<file path="src/rtl/gpio_input_debounce_if.sv">
// Pad-side signal bundle for gpio_input_debounce.
// The master modport is the debounce block, which drives the conditioned levels,
// the edge pulses and the sticky flags. The slave modport is the pad/firmware
// side, which drives the raw pads and the sticky clears.
interface gpio_input_debounce_if #(
  parameter int unsigned N_IN = 4
);
  logic [N_IN-1:0] pad_in;
  logic [N_IN-1:0] gpio_input;
  logic [N_IN-1:0] rise_pulse;
  logic [N_IN-1:0] fall_pulse;
  logic [N_IN-1:0] sticky;
  logic [N_IN-1:0] sticky_clr;

  modport master (
    input  pad_in,
    input  sticky_clr,
    output gpio_input,
    output rise_pulse,
    output fall_pulse,
    output sticky
  );

  modport slave (
    output pad_in,
    output sticky_clr,
    input  gpio_input,
    input  rise_pulse,
    input  fall_pulse,
    input  sticky
  );
endinterface

</file>
<file path="src/rtl/gpio_input_debounce.sv">
// Per-channel synchroniser, debouncer and edge detector for the board's switch
// and button pads.
// Optional feature macro: GPIO_DEBOUNCE_STICKY_EN. When it is defined, each
// channel keeps a sticky event flag. When it is undefined, sticky is tied to 0
// and sticky_clr is ignored.
module gpio_input_debounce #(
  parameter int unsigned N_IN            = 4,
  parameter int unsigned CNT_W           = 20,
  parameter int unsigned DEBOUNCE_CYCLES = 1000000
) (
  input logic                   clk,
  input logic                   rst,
  gpio_input_debounce_if.master io
);

  localparam logic [CNT_W-1:0] CNT_LAST = CNT_W'(DEBOUNCE_CYCLES - 1);

  typedef enum logic {
    STABLE   = 1'b0,
    CHANGING = 1'b1
  } ch_state_t;

  logic [N_IN-1:0]  s1;
  logic [N_IN-1:0]  s2;
  logic [N_IN-1:0]  lvl;
  logic [N_IN-1:0]  rise;
  logic [N_IN-1:0]  fall;
  logic [CNT_W-1:0] cnt [N_IN];
  ch_state_t        state [N_IN];

  // Channel state is not stored: a channel is CHANGING whenever the synchronised
  // pad differs from the accepted level.
  always_comb begin
    for (int unsigned i = 0; i < N_IN; i++) begin
      state[i] = (s2[i] == lvl[i]) ? STABLE : CHANGING;
    end
  end

  // Two-flop synchroniser, then a stability counter that accepts a new level
  // only after DEBOUNCE_CYCLES consecutive differing samples.
  always_ff @(posedge clk) begin
    if (rst) begin
      s1   <= '0;
      s2   <= '0;
      lvl  <= '0;
      rise <= '0;
      fall <= '0;
      for (int unsigned i = 0; i < N_IN; i++) begin
        cnt[i] <= '0;
      end
    end else begin
      s1   <= io.pad_in;
      s2   <= s1;
      rise <= '0;
      fall <= '0;
      for (int unsigned i = 0; i < N_IN; i++) begin
        case (state[i])
          STABLE: cnt[i] <= '0;
          CHANGING: begin
            if (cnt[i] == CNT_LAST) begin
              lvl[i]  <= s2[i];
              cnt[i]  <= '0;
              rise[i] <= s2[i];
              fall[i] <= ~s2[i];
            end else begin
              cnt[i] <= cnt[i] + CNT_W'(1);
            end
          end
          default: cnt[i] <= '0;
        endcase
      end
    end
  end

  assign io.gpio_input = lvl;
  assign io.rise_pulse = rise;
  assign io.fall_pulse = fall;

`ifdef GPIO_DEBOUNCE_STICKY_EN
  logic [N_IN-1:0] sticky_q;

  // Sticky event flags: an edge pulse sets the flag, a clear drops it, and a
  // set wins when both happen in the same cycle.
  always_ff @(posedge clk) begin
    if (rst) begin
      sticky_q <= '0;
    end else begin
      sticky_q <= (sticky_q & ~io.sticky_clr) | rise | fall;
    end
  end

  assign io.sticky = sticky_q;
`else
  logic [N_IN-1:0] unused_sticky_clr;

  assign unused_sticky_clr = io.sticky_clr;
  assign io.sticky         = '0;
`endif

endmodule

</file>
<file path="src/flat_wrapper.sv">
// flat-port wrapper written by rule: the top's interface ports become plain ports
module gpio_input_debounce_flat 
#(
  parameter int unsigned N_IN            = 4,
  parameter int unsigned CNT_W           = 20,
  parameter int unsigned DEBOUNCE_CYCLES = 1000000
)
  (clk, rst, io_pad_in, io_sticky_clr, io_gpio_input, io_rise_pulse, io_fall_pulse, io_sticky);
  gpio_input_debounce_if #(.N_IN(N_IN)) io_i ();
  input logic clk;
  input logic rst;
  input wire logic [$bits(io_i.pad_in)-1:0] io_pad_in;
  input wire logic [$bits(io_i.sticky_clr)-1:0] io_sticky_clr;
  output wire logic [$bits(io_i.gpio_input)-1:0] io_gpio_input;
  output wire logic [$bits(io_i.rise_pulse)-1:0] io_rise_pulse;
  output wire logic [$bits(io_i.fall_pulse)-1:0] io_fall_pulse;
  output wire logic [$bits(io_i.sticky)-1:0] io_sticky;
  assign io_i.pad_in = io_pad_in;
  assign io_i.sticky_clr = io_sticky_clr;
  assign io_gpio_input = io_i.gpio_input;
  assign io_rise_pulse = io_i.rise_pulse;
  assign io_fall_pulse = io_i.fall_pulse;
  assign io_sticky = io_i.sticky;
  gpio_input_debounce #(.N_IN(N_IN), .CNT_W(CNT_W), .DEBOUNCE_CYCLES(DEBOUNCE_CYCLES)) u_core (.clk(clk), .rst(rst), .io(io_i));
endmodule
</file>
<file path="config.mk">
export PLATFORM = sky130hd
export DESIGN_NAME = gpio_input_debounce_flat
export DESIGN_NICKNAME = d
export VERILOG_FILES = /design/src/rtl/gpio_input_debounce_if.sv /design/src/rtl/gpio_input_debounce.sv /design/src/flat_wrapper.sv
export SDC_FILE = /design/constraint.sdc
export NUM_CORES = 1
export LEC_CHECK = 0
export ABC_CLOCK_PERIOD_IN_PS = 2350
export CORE_ASPECT_RATIO = 1.5
export CORE_MARGIN = 2
export CORE_UTILIZATION = 60
export DETAILED_ROUTE_END_ITERATION = 7
export PLACE_DENSITY = 0.8
export REMOVE_ABC_BUFFERS = 1
export SYNTH_ARGS = -nofsm -noshare
export SYNTH_HDL_FRONTEND = slang
export SYNTH_SLANG_ARGS = --single-unit
</file>
<file path="constraint.sdc">
create_clock -name clk -period 2.35 [get_ports clk]
set_input_delay 0.705 -clock clk [delete_from_list [all_inputs] [get_ports clk]]
set_output_delay 0.705 -clock clk [all_outputs]
set_load 0.005 [all_outputs]
</file>
* After elaboration in Yosys (flattened, before gate mapping)
Memories as Yosys holds them, arrays and structs flattened.
Index checks and enable logic that the tools add are counted.
** Word-level totals
- Logic and storage cells :: 117
- Memories :: 1
- Output and inout bits :: 16
- RAM bits :: 80
- Input bits :: 10
- Register bits after elaboration :: 20
** Operators by class
- Reductions and logical operators :: 8
- Eq/ne operators :: 8
- Mux-type cells :: 58
- Bitwise gates (word level) :: 24
- Add/sub/neg operators :: 4
** Memory list
- u_core.cnt :: words 4, bits a word 20, rd ports 4, clocked after Yosys merged registers in 0, write ports 4, line gpio_input_debounce.sv:28 : logic [CNT_W-1:0] cnt [N_IN];
** Operators with widths (number)
- $mux 20 :: 12
- $add 20x1->20 const B :: 4
- $eq 20x20->1 const B :: 4
- $mux 1 :: 46
- $not 1->1 :: 12
- $or 1x1->1 :: 12
- $reduce_or 3->1 :: 4
- $reduce_and 2->1 :: 4
- $eq 1x1->1 :: 4

* Logic depth before layout (Yosys ltp)
Gate-level depths: netlist of run 1.
An unclocked memory read counts as a cell.
- Depth after elaboration :: 8
- Depth in mapped cells :: 6

* Worst setup path after synthesis of run 1
OpenSTA, ideal clock, no wires.
- Path kind :: register to register
- From :: memory u_core.cnt[2][0]
- To :: memory u_core.cnt[2][18], data pin
- Data required time :: 2203 ps
- Clock period less this slack :: 2046 ps
- Stages on the path, launching flop included :: 7
- Slack :: 304 ps
- Data arrival time :: 1899 ps
- Setup time :: 147 ps
- Cell sequence :: edfxtp_1 > ha_1 > nand3_1 > or4_1 > clkbuf_2 > or4_1 > a21oi_1
** RTL lines (line)
- start: declaration :: gpio_input_debounce.sv:28

==> results of run 1 <==
## layout make-up
class	instances	area (um2)	area share
Clock buffer	10	239.0	0.03957
Multi-Input combinational cell	435	2417	0.4002
Inverter	19	71.32	0.01181
Timing Repair Buffer	31	287.8	0.04765
Clock inverter	6	87.58	0.01450
Tap cell	107	133.9	0.02217
Sequential cell	100	2803	0.4641
## state kept, by name (all words and copies together) (netlist names)
signal	count
u_core.cnt	80
u_core.io.fall_pulse	4
u_core.io.gpio_input	4
u_core.io.rise_pulse	4
u_core.s1	4
u_core.s2	4
## synth_stat cells (3+ instances only)
| cell | number |
|---|---|
| and3_1 | 11 |
| a21oi_1 | 29 |
| nand4b_1 | 3 |
| nor2b_1 | 9 |
| nor4b_1 | 7 |
| or3_1 | 18 |
| dfxtp_1 | 20 |
| nor3_1 | 14 |
| nand2_1 | 24 |
| buf_2 | 6 |
| nand3_1 | 28 |
| edfxtp_1 | 80 |
| or4_1 | 15 |
| nor4_1 | 10 |
| xnor2_1 | 42 |
| clkbuf_1 | 7 |
| o21ai_0 | 20 |
| nand4_1 | 10 |
| xor2_1 | 9 |
| nor2_1 | 70 |
| ha_1 | 4 |
| inv_1 | 19 |
| o31ai_1 | 10 |
| buf_4 | 4 |
## layout by cell type (no fill, tap or decap), types with 3 or more instances in the layout
cell             count
nor2_1              70
edfxtp_1            80
xnor2_1             42
o21ai_0             18
conb_1              84
and3_1              11
or3_1               18
nor4_1              10
o21ai_1              4
o31ai_1             10
ha_1                 4
nand4_1             10
dfxtp_1             20
clkinvlp_4           3
or4_1               14
nand4b_1             3
nor4b_1              7
xor2_1               9
nand2_1             24
nand3_1             28
inv_1               19
clkdlybuf4s50_1     17
clkbuf_16            9
nor2b_1              9
buf_4               13
nor3_1              14
a21oi_1             29
## metrics by stage
step,total power [mW],cells
2_1_floorplan,2.174,554
3_3_place_gp,2.223,692
3_5_place_dp,2.233,692
4_1_cts,3.827,708
5_1_grt,3.923,708
6_report,3.802,708
## kinds of logic after synthesis
group,count (synthesis)
flops,100
xor+xnor,51
fa+ha+maj,4
other cells,2
buf+inv,37
compound gates,61
simple gates,235
## timing repair
action | in CTS | in global routing
endpoints found under the setup margin | 0 | 1
hold buffers | 0 | 0
resized for setup | 0 | 1
## power groups by stage
| stage | Clock, mW | Combinational [mW] | Sequential (mW) |
|---|---|---|---|
| final | 1.60 | 0.156 | 2.05 |
| after global routing | 1.69 | 0.179 | 2.05 |
| after CTS | 1.63 | 0.151 | 2.05 |
| after detailed placement | 0 | 0.149 | 2.08 |
| after global placement | 0 | 0.145 | 2.08 |
| after floorplan | 0 | 0.110 | 2.06 |
## layer usage
layer | wire length [um] | vias to the layer above | GRT usage
li1 | - | 1914 | -
met1 | 3906 | 1778 | 0.2503
met2 | 4880 | 64 | 0.3825
met3 | 252 | 24 | 0.03864
met4 | 294 | 0 | 0.1207
met5 | 0 | - | 0
## how the worst max path moves through the flow
stage,start,endpoint,slack [ps],cells past startpoint
finish,u_core.cnt[2][0]$_SDFFCE_PN0P_,u_core.cnt[2][18]$_SDFFCE_PN0P_,190,5
detailed placement,u_core.cnt[2][0]$_SDFFCE_PN0P_,u_core.cnt[2][18]$_SDFFCE_PN0P_,130,5
CTS,u_core.cnt[2][0]$_SDFFCE_PN0P_,u_core.cnt[2][18]$_SDFFCE_PN0P_,110,5
global placement,u_core.cnt[2][0]$_SDFFCE_PN0P_,u_core.cnt[2][18]$_SDFFCE_PN0P_,190,5
floorplan,u_core.cnt[1][0]$_SDFFCE_PN0P_,u_core.cnt[1][10]$_SDFFCE_PN0P_,-420,5
global route,u_core.cnt[2][0]$_SDFFCE_PN0P_,u_core.cnt[2][18]$_SDFFCE_PN0P_,80,5
==> metrics.json, run 1 <==
{
  "logic_synthesis": {
    "synth.area.top_cells": "edfxtp_1, dfxtp_1, xnor2_1",
    "netlist_area_um2": 5071,
    "synth_xor_xnor_area_share": 0.08808,
    "synthDistinctLibCells": 39,
    "synthSimpleGateAreaFrac": 0.2507,
    "postSynth.topFlopCell": "edfxtp_1",
    "synth.yosys.warnings": 0,
    "yosys_register_bits": 100,
    "synth_sequential_area_ratio": 0.5527,
    "share_of_async_settable_or_async_resettable_flops_after_synthesis": 0,
    "synth_enable_flop_cells": 80,
    "synth_compound_gate_area_share": 0.06514,
    "synth_top_family_by_area": "simple AND/OR/NAND/NOR gates",
    "synth_fa_ha_area_frac": 0.009869,
    "post-synth-top-area-cell": "edfxtp_1",
    "synth_top_area_share": 0.4737,
    "synth_cells": 490,
    "average_size_of_a_mapped_cell_um2": 10.35,
    "synth_mux_area_frac": 0
  },
  "route": {
    "drt-pass1-iter-count": 4,
    "drt-initial-drc-count": 221,
    "drt_wl_cell_um": 13.18,
    "drc": 0,
    "num_vias": 3780,
    "totalWireLength_mm": 9.332,
    "ant_nets": 0,
    "drt-vias-per-instance": 5.339
  },
  "setup_path": {
    "timing.critical_path.fanout_max": 7,
    "path_delay_family": "simple AND/OR/NAND/NOR gates",
    "crit_path_cell_trace": "ha_1, nand3_1, or4_4, or4_1, a21oi_1",
    "rrSetupSlack_ps": 190,
    "worstSetupPathType": "flip-flop to flip-flop",
    "critical_path.reg2reg.endpoint": "u_core.cnt[2][18]$_SDFFCE_PN0P_",
    "cp_data_arrival_time_ps": 2360,
    "critical_path.endpoint_type": "flip-flop",
    "critical_path.startpoint_type": "flip-flop",
    "worst_path_max_stage_delay_ps": 590,
    "ff2ff_path_depth": 5,
    "reg2reg_start": "u_core.cnt[2][0]$_SDFFCE_PN0P_",
    "cp.buffers_inverters": 0,
    "worstPathRequired_ps": 2550,
    "critical-path-slowest-cell": "or4_4"
  },
  "sta": {
    "final.period_utilization": 0.9177,
    "max_frequency_mhz": 463.7,
    "final-hold-violation-count": 0,
    "finalHoldWorstSlack_ps": 445.1,
    "rsz0062_at_grt": "false",
    "final_critical_path_setup_slack_ps": 193.4,
    "setup_tns_ps": 0,
    "period_needed_ps": 2157,
    "maximum_clock_skew_at_final_layout_ps": 7.156,
    "finalMaxSlewViolations": 0,
    "setup_violations": 0
  },
  "floorplan": {
    "fp.dieArea_um2": 9219,
    "rows": 41,
    "coreArea_um2": 8310,
    "floorplan.die.width_um": 79.07,
    "die_h_um": 116.6,
    "effective_utilization_at_floorplan": 0.6102,
    "pin_count": 26
  },
  "finish": {
    "insertedDiodeCount": 0,
    "nNetsFinal": 610,
    "fill_cells": 627,
    "area.growth.synth_to_final_pct": 19.10,
    "final_cell_area_um2": 6040,
    "share_of_layout_cells_above_drive_strength_1": 0.06323,
    "post-route-util": 0.7267
  },
  "power": {
    "sequentialPowerShare": 0.538,
    "p_per_area_nw_per_um2": 629.6,
    "power_report.internal_total_mw": 3.002,
    "clkPwrFrac": 0.421,
    "leakagePower_nw": 2.040,
    "power_spent_charging_and_discharging_nets_mw": 0.8000,
    "netSwitchingFraction": 0.2104,
    "power.ir.vdd_worst_mv": 0.5115,
    "combinationalPowerShare": 0.041
  },
  "hold_path": {
    "worstHoldEndpoint": "u_core.s2[1]$_SDFF_PP0_",
    "worst_hold_startpoint": "u_core.s1[1]$_SDFF_PP0_",
    "hold_depth": 1,
    "hold_path.class": "flip-flop to flip-flop"
  },
  "place": {
    "placement.setup.worst_slack_ps": 132.2,
    "detailedPlacementHpwl_mm": 6.649,
    "dpl_cell_area_um2": 5709,
    "place.port_buffers": 17,
    "routabilityCongestion": 0.8174
  },
  "cts": {
    "ctsRootBufferMaster": "clkbuf_16",
    "tritoncts_num_sinks": 100,
    "clk_buf_depth": 2,
    "cts-buffers-inserted": 9,
    "worst_setup_hold_path_clk_slew_ps": 70,
    "cts_tree": "built",
    "post_cts_buffers": 0,
    "clock_latency_ps": 340,
    "cts.htree.levels": 3
  },
  "grt": {
    "leftover_overflow_at_the_end_of_global_routing": 0,
    "gr-usage-all-layers": 0.2177,
    "grt_first_pass_wirelength_mm": 15.79,
    "via_count_of_the_first_global_routing_pass": 3673,
    "maximum_number_of_pins_on_one_net_before_global_route_repair": 21,
    "antenna_found_initial": 0
  },
  "run": {
    "cap_violations": 0
  },
  "run_status": {
    "status": "completed"
  }
}
No activity file was read; power rests on OpenSTA's default activity.
==> run 2: changes to the inputs <==
--- a/config.mk
+++ b/config.mk
@@ -9,8 +9,9 @@
 export CORE_ASPECT_RATIO = 1.5
 export CORE_MARGIN = 2
 export CORE_UTILIZATION = 60
+export CTS_CLUSTER_SIZE = 16
 export DETAILED_ROUTE_END_ITERATION = 7
-export PLACE_DENSITY = 0.8
+export PLACE_DENSITY = 0.92
 export REMOVE_ABC_BUFFERS = 1
 export SYNTH_ARGS = -nofsm -noshare
 export SYNTH_HDL_FRONTEND = slang
==> run 2 against run 1 <==
Against the previous run:
- routed wire length rose by 3.1%
- sequential share of layout area grew 0.22 points
- via count rose by 2.3%
- critical endpoint unchanged
==> metrics.json, run 2 (synthesis results as in run 1) <==
{
  "run_status": {
    "status": "completed"
  },
  "setup_path": {
    "rrSetupSlack": {"value": 160, "unit": "ps", "change": "-40 ps"},
    "worstSetupPathType": "flip-flop to flip-flop",
    "critical_path.endpoint_type": "flip-flop",
    "critical_path.startpoint_type": "flip-flop",
    "cp_data_arrival_time": {"value": 2390, "unit": "ps", "change": "+30 ps"},
    "worstPathRequired": {"value": 2550, "unit": "ps", "change": "about the same"},
    "reg2reg_start": "u_core.cnt[2][0]$_SDFFCE_PN0P_",
    "timing.critical_path.fanout_max": {"value": 7, "change": "unchanged"},
    "crit_path_start": "u_core.cnt[2][0]$_SDFFCE_PN0P_"
  },
  "sta": {
    "final.period_utilization": {"value": 0.9340, "change": "+0.01632"},
    "rsz0062_at_grt": "false",
    "slew_headroom": 0.6549,
    "final-hold-violation-count": {"value": 0, "change": "unchanged"},
    "worst_pin_slew_ps": 510.5,
    "setup_violations": {"value": 0, "change": "unchanged"},
    "finalMaxSlewViolations": {"value": 0, "change": "unchanged"},
    "max_frequency": {"value": 455.6, "unit": "MHz", "change": "-1.7%"},
    "period_needed": {"value": 2195, "unit": "ps", "change": "+38.36 ps"},
    "maximum_clock_skew_at_final_layout": {"value": 8.143, "unit": "ps", "change": "+0.9868 ps"}
  },
  "floorplan": {
    "rows": {"value": 41, "change": "unchanged"},
    "die_h": {"value": 116.6, "unit": "um", "change": "unchanged"},
    "fp.dieArea": {"value": 9219, "unit": "um2", "change": "unchanged"},
    "coreArea": {"value": 8310, "unit": "um2", "change": "unchanged"},
    "pin_count": {"value": 26, "change": "unchanged"},
    "effective_utilization_at_floorplan": {"value": 0.6102, "change": "unchanged"},
    "floorplan.die.width": {"value": 79.07, "unit": "um", "change": "unchanged"}
  },
  "finish": {
    "insertedDiodeCount": {"value": 0, "change": "unchanged"},
    "most-common-layout-cells": "conb_1, edfxtp_1, nor2_1",
    "fill_cells": {"value": 593, "change": "-5.4%"},
    "final_non_filler_cells": {"value": 705, "change": "-0.42%"},
    "share_of_layout_cells_above_drive_strength_1": {"value": 0.05518, "change": "-0.008044"},
    "register_ranked_first_by_flip_flop_count": "u_core.cnt",
    "ff_latch_area": {"value": 2803, "unit": "um2", "change": "unchanged"},
    "leading_cell_type_in_the_layout_fill_and_taps_excluded": "conb_1",
    "area.growth.synth_to_final_pct": 18.53,
    "area_occupied_by_multi_input_gates": {"value": 2417, "unit": "um2", "change": "unchanged"},
    "largest_register_ffs": {"value": 80, "change": "unchanged"},
    "nNetsFinal": {"value": 607, "change": "-0.49%"}
  },
  "place": {
    "place.port_buffers": {"value": 17, "change": "unchanged"},
    "placedCellCount": {"value": 689, "change": "-0.43%"},
    "routabilityCongestion": {"value": 0.8230, "change": "+0.69%"},
    "detailedPlacementHpwl": {"value": 6.596, "unit": "mm", "change": "-0.79%"}
  },
  "cts": {
    "clk_buf_depth": {"value": 2, "change": "unchanged"},
    "worst_setup_hold_path_clk_slew": {"value": 70, "unit": "ps", "change": "about the same"},
    "clock_latency": {"value": 350, "unit": "ps", "change": "about the same"},
    "cts-buffers-inserted": {"value": 9, "change": "unchanged"},
    "cts_tree": "built",
    "cts_hold_buffers": {"value": 0, "change": "unchanged"},
    "tritoncts_num_sinks": {"value": 100, "change": "unchanged"},
    "ctsRootBufferMaster": "clkbuf_16",
    "cts.htree.levels": {"value": 3, "change": "unchanged"}
  },
  "route": {
    "drt_wl_cell": {"value": 13.64, "unit": "um", "change": "+3.5%"},
    "totalWireLength": {"value": 9.618, "unit": "mm", "change": "+3.1%"},
    "num_vias": {"value": 3867, "change": "+2.3%"},
    "drt-initial-drc-count": {"value": 280, "change": "+27%"},
    "ant_nets": {"value": 0, "change": "unchanged"},
    "drt-vias-per-instance": {"value": 5.485, "change": "+2.7%"},
    "drt-pass1-iter-count": {"value": 5, "change": "+1"},
    "drc": {"value": 0, "change": "unchanged"}
  },
  "power": {
    "power.ir.vdd_worst": {"value": 0.5820, "unit": "mV", "change": "+14%"},
    "leakagePower": {"value": 2.031, "unit": "nW", "change": "-0.43%"},
    "power.total": {"value": 3.793, "unit": "mW", "change": "-0.24%"},
    "p_per_area": {"value": 631.1, "unit": "nW/um2", "change": "+0.24%"}
  },
  "hold_path": {
    "worst_hold_startpoint": "u_core.s1[1]$_SDFF_PP0_",
    "hold_path.class": "flip-flop to flip-flop"
  },
  "grt": {
    "maximum_number_of_pins_on_one_net_before_global_route_repair": {"value": 21, "change": "unchanged"},
    "leftover_overflow_at_the_end_of_global_routing": {"value": 0, "change": "unchanged"},
    "antenna_found_initial": {"value": 0, "change": "unchanged"},
    "via_count_of_the_first_global_routing_pass": {"value": 3599, "change": "-2.0%"},
    "grt_first_pass_wirelength": {"value": 15.65, "unit": "mm", "change": "-0.87%"},
    "gr-usage-all-layers": {"value": 0.2188, "change": "+0.001118"}
  },
  "run": {
    "cap_violations": {"value": 0, "change": "unchanged"}
  }
}
==> run 2: cell types whose count changed in the layout (fill, tap and decap cells not counted) <==
cell / previous run / this run
buf_4: 13 / 10
clkinvlp_4: 3 / 0
clkbuf_1: 0 / 2
clkinv_4: 0 / 1
==> run 2: what timing repair did <==
action | in CTS | in global routing
endpoints found under the setup margin | 0 | 1
buffers inserted | 0 | 0
resized for setup | 0 | 1
==> run 2: per-layer routing <==
| layer | track usage | part of all wire |
|---|---|---|
| met2 | 0.3893 | 0.54 |
| met4 | 0.1287 | 0.028 |
| met5 | 0 | 0 |
| met3 | 0.03246 | 0.029 |
| met1 | 0.2481 | 0.40 |
==> run 2: final cells by class <==
type                       count  area share
clock buffer                  12     0.04101
clock inverter                 4     0.01228
inverter                      19     0.01187
multi-input combinational    435      0.4022
sequential                   100      0.4663
tap                          107     0.02227
timing repair buffer          28     0.04413
==> run 2: where the power goes <==
group / total [mW] / internal, mW / switching (mW)
Combinational: 0.158 / 0.0663 / 0.0913
Clock: 1.59 / 0.963 / 0.626
Sequential: 2.05 / 1.98 / 0.0705
Total: 3.79 / 3.01 / 0.788
==> run 2: metrics by stage <==
| stage | area, um2 | utilization | setup WS, ps | TNS [ps] | hold slack, ps |
|---|---|---|---|---|---|
| after global placement | 5687 | 0.6843 | 207.1 | 0 | 423.7 |
| final | 6011 | 0.7233 | 155.1 | 0 | 433.6 |
| after floorplan | 5288 | - | -418.9 | -9997 | 413.8 |
| after CTS | 6007 | 0.7228 | 54.86 | 0 | 435.4 |
| after global routing | 6011 | 0.7233 | 60.32 | 0 | 460.5 |
| after detailed placement | 5687 | 0.6843 | 105.2 | 0 | 420.4 |
==> run 2: worst max-delay path, stage by stage (launching register included) <==
cell and delay, ps:
edfxtp_1 400, ha_1 240, nand3_1 150, or4_4 590, or4_1 490, a21oi_1 180
==> run 2: path summary, 6_finish.rpt <==
check | endpoint | cells after the start
worst max-delay path | u_core.cnt[2][18]$_SDFFCE_PN0P_ | 5
worst min-delay path | u_core.s2[1]$_SDFF_PP0_ | 1
worst max register to register | u_core.cnt[2][18]$_SDFFCE_PN0P_ | 5
worst min register to register | u_core.s2[1]$_SDFF_PP0_ | 1
